$ cat src/rtl/conv_frame_sequencer.sv
// Purpose: sequences 3x3 same-padding conv frames (SOF, column-major pixel reads, padding flush, window drain) per channel.
// Latency: lb_sof one cycle after an accepted start; first read the cycle after lb_sof; lb_input_valid trails mem_rd_en by 1.
// Backpressure: stall gates mem_rd_en/lb_flush in the same cycle and freezes the pixel/flush counters.
// Ports: clk/rst (sync, active-high); start/stall control in; mem_rd_en/mem_addr read port out;
//        lb_sof/lb_input_valid/lb_flush to line buffer ctrl, lb_output_valid back; cur_ch/seq_busy/done status out.
module conv_frame_sequencer #(
  parameter int unsigned input_y   = 3,
  parameter int unsigned input_x   = 3,
  parameter int unsigned num_ch    = 1,
  parameter int unsigned addr_w    = 16,
  parameter int unsigned base_addr = 0
) (
  input  logic              clk,
  input  logic              rst,
  input  logic              start,
  input  logic              stall,
  output logic              mem_rd_en,
  output logic [addr_w-1:0] mem_addr,
  output logic              lb_sof,
  output logic              lb_input_valid,
  output logic              lb_flush,
  input  logic              lb_output_valid,
  output logic [7:0]        cur_ch,
  output logic              seq_busy,
  output logic              done
);

  localparam logic [15:0] NPIX   = 16'(input_x * input_y);
  localparam logic [7:0]  YLAST  = 8'(input_y - 1);
  localparam logic [7:0]  CHLAST = 8'(num_ch - 1);

  typedef enum logic [2:0] {
    S_IDLE, S_SOF, S_STREAM, S_FLUSH, S_DRAIN, S_NEXT, S_FIN
  } state_t;

  state_t              state_q, state_d;
  logic [15:0]         p_q, p_d;
  logic [15:0]         w_q, w_d;
  logic [7:0]          f_q, f_d;
  logic [7:0]          cur_ch_q, cur_ch_d;
  logic [addr_w-1:0]   addr_q, addr_d;
  logic                sof_q, sof_d;
  logic                busy_q, busy_d;
  logic                done_q, done_d;
  logic                ivld_q;
  logic                rd_go, fl_go;
  logic [addr_w-1:0]   chan_base;

  // Stall is applied combinationally so a stalled cycle never carries a read or a flush beat.
  assign rd_go = (state_q == S_STREAM) && !stall;
  assign fl_go = (state_q == S_FLUSH) && !stall;

  // First address of the current channel; wrap at addr_w bits is intentional.
  assign chan_base = addr_w'(base_addr + 32'(cur_ch_q) * 32'(NPIX));

  always_comb begin
    state_d  = state_q;
    p_d      = p_q;
    f_d      = f_q;
    w_d      = w_q;
    cur_ch_d = cur_ch_q;
    addr_d   = addr_q;

    // Window count saturates so stray pulses after the last window cannot overrun.
    if ((state_q == S_STREAM || state_q == S_FLUSH || state_q == S_DRAIN) &&
        lb_output_valid && (w_q < NPIX)) begin
      w_d = w_q + 16'd1;
    end

    case (state_q)
      S_IDLE: begin
        if (start) begin
          state_d  = S_SOF;
          cur_ch_d = 8'd0;
        end
      end
      S_SOF: begin
        p_d     = 16'd0;
        f_d     = 8'd0;
        w_d     = 16'd0;
        addr_d  = chan_base;
        state_d = S_STREAM;
      end
      S_STREAM: begin
        if (rd_go) begin
          p_d    = p_q + 16'd1;
          addr_d = addr_q + addr_w'(1);
          if (p_q == NPIX - 16'd1) state_d = S_FLUSH;
        end
      end
      S_FLUSH: begin
        if (fl_go) begin
          f_d = f_q + 8'd1;
          if (f_q == YLAST) state_d = S_DRAIN;
        end
      end
      S_DRAIN: begin
        if (w_q == NPIX) state_d = S_NEXT;
      end
      S_NEXT: begin
        if (cur_ch_q < CHLAST) begin
          cur_ch_d = cur_ch_q + 8'd1;
          state_d  = S_SOF;
        end else begin
          state_d = S_FIN;
        end
      end
      S_FIN:   state_d = S_IDLE;
      default: state_d = S_IDLE;
    endcase

    // Status outputs are registered from the next state so they line up with the state they describe.
    sof_d  = (state_d == S_SOF);
    busy_d = (state_d != S_IDLE) && (state_d != S_FIN);
    done_d = (state_d == S_FIN);
  end

  always_ff @(posedge clk) begin
    if (rst) begin
      state_q  <= S_IDLE;
      p_q      <= '0;
      f_q      <= '0;
      w_q      <= '0;
      cur_ch_q <= '0;
      addr_q   <= '0;
      sof_q    <= 1'b0;
      busy_q   <= 1'b0;
      done_q   <= 1'b0;
      ivld_q   <= 1'b0;
    end else begin
      state_q  <= state_d;
      p_q      <= p_d;
      f_q      <= f_d;
      w_q      <= w_d;
      cur_ch_q <= cur_ch_d;
      addr_q   <= addr_d;
      sof_q    <= sof_d;
      busy_q   <= busy_d;
      done_q   <= done_d;
      ivld_q   <= rd_go;  // memory has one cycle of read latency
    end
  end

  assign mem_rd_en      = rd_go;
  assign mem_addr       = addr_q;
  assign lb_sof         = sof_q;
  assign lb_input_valid = ivld_q;
  assign lb_flush       = fl_go;
  assign cur_ch         = cur_ch_q;
  assign seq_busy       = busy_q;
  assign done           = done_q;

endmodule

$ cat config.mk
export PLATFORM = sky130hd
export DESIGN_NAME = conv_frame_sequencer
export DESIGN_NICKNAME = d
export VERILOG_FILES = /design/src/rtl/conv_frame_sequencer.sv
export SDC_FILE = /design/constraint.sdc
export NUM_CORES = 1
export LEC_CHECK = 0
export ABC_CLOCK_PERIOD_IN_PS = 2400
export CAP_MARGIN = 20
export CORE_UTILIZATION = 30
export CTS_CLUSTER_DIAMETER = 120
export DETAILED_ROUTE_END_ITERATION = 8
export PLACE_DENSITY = 0.52
export SLEW_MARGIN = 10
export SYNTH_ARGS = -nofsm -noshare
export SYNTH_HDL_FRONTEND = slang
export SYNTH_SLANG_ARGS = --single-unit
$ cat constraint.sdc
create_clock -name clk -period 2.4 [get_ports clk]
set_input_delay 0.24 -clock clk [delete_from_list [all_inputs] [get_ports clk]]
set_output_delay 0.24 -clock clk [all_outputs]
set_load 0.01 [all_outputs]
==> results of run 1 <==
## critical path: cells and delay by family (launching register included)
family        cells  cell delay (ns)
buf+inv           2             0.70
flops             1             0.33
simple gates      1             0.69
## cell families (layout without fill, tap and decap cells)
| group | Yosys count | in the layout |
|---|---|---|
| simple gates | 141 | 141 |
| compound gates | 70 | 70 |
| flops | 63 | 63 |
| buf+inv | 33 | 66 |
| xor+xnor | 15 | 15 |
| fa+ha+maj | 8 | 8 |
| other cells | 1 | 8 |
## layout make-up
type / count / area, µm²
tap: 129 / 161
clock inverter: 7 / 96.3
inverter: 11 / 42.5
multi-input combinational: 242 / 1490
sequential: 63 / 1260
clock buffer: 9 / 124
timing repair buffer: 39 / 358
fill: 982 / 5750
## metrics by stage
stage / cell area, µm² / hold slack (ns) / total power (W) / TNS, ns
floorplan: 2920 / 0.318 / 0.00117 / 0
global placement: 3310 / 0.442 / 0.00122 / 0
detailed placement: 3310 / 0.444 / 0.00122 / -0.00403
CTS: 3530 / 0.469 / 0.00225 / 0
global route: 3530 / 0.484 / 0.00232 / 0
finish: 3530 / 0.465 / 0.00222 / 0
## synthesized netlist by cell type (10+ instances only)
| library cell | instances | area (µm²) |
|---|---|---|
| dfxtp_1 | 63 | 1260 |
| o21ai_0 | 14 | 70.1 |
| and2_1 | 15 | 93.8 |
| xor2_1 | 10 | 87.6 |
| or3_1 | 11 | 68.8 |
| nand3_1 | 18 | 90.1 |
| nor2_1 | 27 | 101 |
| or4_1 | 10 | 75.1 |
| nand2_1 | 17 | 63.8 |
| inv_1 | 10 | 37.5 |
| nand4_1 | 11 | 68.8 |
| a21oi_1 | 28 | 140 |
## layer usage
layer | global-route usage | vias to the layer above | part of all wire
li1 | - | 1255 | -
met1 | 0.168 | 1146 | 0.51
met2 | 0.204 | 45 | 0.44
met3 | 0.0237 | 10 | 0.030
met4 | 0.0747 | 0 | 0.018
met5 | 0 | - | 0
## power breakdown
part / internal, W / switching, W / leakage, nW
clock network: 0.000585 / 0.000441 / 0.102
logic: 0.0000520 / 0.0000819 / 0.571
registers: 0.00105 / 0.00000665 / 0.508
total: 0.00169 / 0.000530 / 1.18
## sequential cells by signal, summed over array words and instances (netlist names)
register,cells
mem_addr,16
p_q,16
w_q,16
f_q,8
state_q,3
done,1
lb_input_valid,1
lb_sof,1
seq_busy,1
## worst max-delay path by stage
stage / endpoint / depth (start not counted)
global route: mem_rd_en / 3
finish: mem_rd_en / 3
global placement: mem_addr[9] / 5
floorplan: mem_addr[9] / 6
CTS: mem_rd_en / 3
detailed placement: mem_addr[15] / 5
==> summary.txt, run 1 <==
Run status
  • Status: completed

Critical path
  • Worst setup path startpoint: state_q[0]
  • Crit path required time: 2.16 ns
  • CP Launch Type: register
  • CP Data Arrival Time: 2.07 ns
  • Reg-to-Reg End: mem_addr[15]
  • Worst r2r src: state_q[0]
  • Crit Path Max Fanout: 8
  • CP max stage cell: or4b_1
  • WS Path Type: register to output pin
  • FF-to-FF setup slack: 0.35 ns
  • CP endpoint kind: output pin
  • Crit path cell chain: or4b_1 > clkinv_2 > clkdlybuf4s50_1
  • Worst path max stage delay: 0.69 ns
  • R2R cell count: 4

Synth
  • Synth Register Bits: 63
  • Post-synthesis mux area share: 0
  • FFs w/ async S/R, synth: 0
  • Area of the mapped netlist: 2900 µm²
  • Synth Flop Type: dfxtp_1
  • Number of synthesized flops with an enable pin: 0
  • Synth Area in XOR/XNOR: 0.0454
  • Sequential area share after synthesis: 0.435
  • Synth Area in Simple Gates: 0.273
  • Synth Instances: 331
  • Adder-cell share of the synthesized area: 0.0346
  • Synth Area per Inst: 8.75 µm²
  • Ys Warns: 0
  • Netlist cell types: 45
  • Main combinational cell family by area after synthesis: simple AND/OR/NAND/NOR gates
  • Post-synthesis compound-gate area fraction: 0.149

Routing
  • Vias per cell: 4.91
  • Routed WL: 6.20 mm
  • 1st-pass router iterations: 4
  • Vias: 2456
  • DRT iter0 DRCs: 84
  • Remaining routing DRC violations: 0
  • Antenna-violating nets left: 0
  • WL per Instance: 12.4 µm

Placement
  • Dpl cells: 484
  • Final GP Congestion: 0.737
  • PortBufs: 26
  • Post-place setup slack: -0.00403 ns
  • Hpwl dp: 4.36 mm

Final layout
  • Area growth, synth to finish: 21.9%
  • Non-filler cells, final: 500
  • Commonest non-fill, non-tap cell in the layout: dfxtp_1
  • Most frequent cells in the layout: 63 x dfxtp_1, 28 x a21oi_1, 27 x nor2_1
  • Final Net Count: 379
  • Number of diodes: 0
  • Utilization after layout: 0.380
  • Layout cells sized above 1: 0.0889

Clock tree
  • Post-CTS sizing: 0
  • CTS tree: built
  • Postcts setup bufs: 0
  • CTS Root Cell: clkbuf_8
  • Clock slew at reported path FFs: 0.07 ns
  • CTS Buf Count: 9
  • Hold buffer count at cts: 0
  • Later-pin clock latency in the skew report: 0.35 ns
  • CTS max path bufs: 2
  • CTS H-tree depth: 3
  • Sink Count: 63

Timing
  • Rel. slew slack: 0.594
  • Final worst clock skew: 0.00608 ns
  • Worst slew pin tran: 0.603 ns
  • Final Setup Violations: 0
  • Final min period: 2.31 ns
  • Final WS setup: 0.0930 ns
  • Final Hold Fails: 0
  • Max-slew violation count: 0
  • Final worst-path cycle share: 0.961
  • Fmax: 433 MHz
  • Unrepaired setup endpoints after global routing: false

Die
  • Die W: 100 µm
  • Die height: 100 µm
  • Row count: 35
  • I/O pin cnt: 35
  • Die area: 10100 µm²
  • Core Box Area: 9280 µm²
  • Initial core utilization: 0.312

Global routing
  • First-pass GRT wire length: 10.2 mm
  • Largest net degree at the start of global routing: 16
  • Initial antenna violation count: 0
  • Vias in the first global route: 2233
  • Overall Global Routing Usage: 0.130
  • Gr ovfl total: 0

Power and ir drop
  • PD cells: 629 nW/µm²
  • VDD IR-drop max: 0.248 mV
  • LEAKAGE: 1.18 nW

Hold path
  • WHS Path Cells: 1
  • Worst Hold Class: register to register
  • Worst Hold Launch: w_q[4]
  • Worst Hold Endpoint: w_q[4]

Job
  • MaxCap Viol Count: 0
Note: power is estimated with default switching activity, not from simulation.
==> run 2: changes to the inputs <==
- CORE_MARGIN: unset -> 8
==> run 2 against run 1 <==
Effect of this change:
- final area fell by 0.89%
- global-route usage fell by 2.8 points
- final cell count rose by 0.80%
- die area rose by 30%
- worst setup slack improved by 0.24 ns
- sequential power barely moved
- non-clock buffer count rose by 2
- clock skew barely moved
- first-iteration DRC count fell by 32%
- critical path depth rose by 2
- wire length rose by 4.4%
- power fell by 10%
- largest cell class unchanged
- largest power group unchanged
==> summary.txt, run 2 (synthesis results as in run 1) <==
Run status
  • Status: completed

Global routing
  • Met1 Use GR: 0.124
  • Initial antenna violation count: 0
  • M2 GR Usage: 0.163
  • Gr ovfl total: 0
  • Global route hottest layer: met2
  • Grt met3 use: 0.0332
  • Overall Global Routing Usage: 0.102
  • Vias in the first global route: 2182
  • First-pass GRT wire length: 10.6 mm
  • Largest net degree at the start of global routing: 15

Final layout
  • Number of diodes: 0
  • Fill cells: 989
  • Layout cells sized above 1: 0.0889
  • Most frequent cells in the layout: 61 x dfxtp_1, 28 x a21oi_1, 27 x nor2_1
  • Commonest non-fill, non-tap cell in the layout: dfxtp_1
  • Utilization after layout: 0.365
  • Area growth, synth to finish: 20.8%
  • Final Net Count: 381

Die
  • Die height: 114 µm
  • I/O pin cnt: 35
  • Initial core utilization: 0.302
  • Die W: 114 µm
  • Row count: 36
  • Core Box Area: 9590 µm²
  • Die area: 13100 µm²

Timing
  • Rel. slew slack: 0.630
  • Worst slew pin tran: 0.547 ns
  • Final worst clock skew: 0.00622 ns
  • Unrepaired setup endpoints after global routing: false
  • Max-slew violation count: 0
  • Final worst-path cycle share: 0.861
  • Final Setup Violations: 0
  • Fmax: 484 MHz
  • Final Hold Fails: 0
  • Setup_tns: 0 ns
  • Final min period: 2.07 ns

Power and ir drop
  • LEAKAGE: 1.19 nW
  • PD cells: 570 nW/µm²
  • Total Power: 0.00199 W
  • VDD IR-drop max: 0.267 mV

Clock tree
  • CTS Buf Count: 9
  • Later-pin clock latency in the skew report: 0.33 ns
  • Hold buffer count at cts: 0
  • CTS tree: built
  • Clock slew at reported path FFs: 0.07 ns
  • Postcts setup bufs: 0
  • CTS H-tree depth: 3
  • CTS Root Cell: clkbuf_8
  • CTS max path bufs: 2
  • Sink Count: 63

Critical path
  • FF-to-FF setup slack: 0.33 ns
  • R2R cell count: 5
  • Crit Path Max Fanout: 11
  • Reg-to-Reg End: mem_addr[15]
  • CP Data Arrival Time: 2.33 ns
  • CP endpoint: mem_addr[15]
  • CP Launch Type: register
  • CP endpoint kind: register
  • Worst setup path startpoint: state_q[0]
  • Worst r2r src: state_q[0]
  • Crit path required time: 2.67 ns
  • WS Path Type: register to register

Routing
  • DRT iter0 DRCs: 57
  • WL per Instance: 12.8 µm
  • Vias per cell: 4.81
  • Vias: 2423
  • 1st-pass router iterations: 4
  • Antenna-violating nets left: 0
  • Routed WL: 6.47 mm
  • Remaining routing DRC violations: 0

Placement
  • PortBufs: 26
  • Hpwl dp: 4.72 mm
  • Final GP Congestion: 0.752

Hold path
  • Worst Hold Class: register to register

Job
  • MaxCap Viol Count: 0
## run 2: critical path, stage by stage (launching register included)
cell     delay [ns]
dfxtp_2        0.37
or4b_1         0.54
buf_4          0.19
a21o_1         0.25
or4_1          0.49
a21oi_1        0.15
## run 2: what timing repair did
| action | CTS | global route |
|---|---|---|
| resized for setup | 1 | 2 |
| hold endpoints to repair | 0 | 0 |
| setup endpoints to repair | 1 | 1 |
## run 2: where the power goes
group | switching, W | total, W | internal, W
Combinational | 0.0000785 | 0.000129 | 0.0000503
Clock | 0.000379 | 0.000798 | 0.000419
Sequential | 0.0000105 | 0.00107 | 0.00106
## run 2: worst min path at each step
stage          cells after the start  startpoint  slack [ns]  endpoint
6_report                           1      w_q[9]        0.46    w_q[9]
4_1_cts                            1     w_q[12]        0.46   w_q[12]
5_1_grt                            1      w_q[9]        0.47    w_q[9]
3_3_place_gp                       1     w_q[10]        0.44   w_q[10]
2_1_floorplan                      1         rst        0.32      done
3_5_place_dp                       1      w_q[9]        0.45    w_q[9]
## run 2: routing by layer
layer / share of wire / vias to the layer above
li1: - / 1256
met1: 0.49 / 1124
met2: 0.45 / 37
met3: 0.040 / 6
met4: 0.015 / 0
met5: 0 / -
## run 2: area by class of cell
type / count / area [µm²] / share of cell area
multi-input combinational: 242 / 1490 / 0.425
clock inverter: 1 / 5.00 / 0.00143
tap: 133 / 166 / 0.0476
inverter: 11 / 42.5 / 0.0122
sequential: 63 / 1260 / 0.361
timing repair buffer: 41 / 375 / 0.107
clock buffer: 13 / 159 / 0.0454
## run 2: stage by stage
step                hold slack (ns)  area (µm²)  setup WS, ns  std cells
floorplan                     0.318        2920         0.494        338
global placement              0.444        3330        0.0842        490
detailed placement            0.445        3330        0.0759        490
CTS                           0.464        3490        0.0447        504
global route                  0.470        3500         0.210        504
finish                        0.459        3500         0.334        504
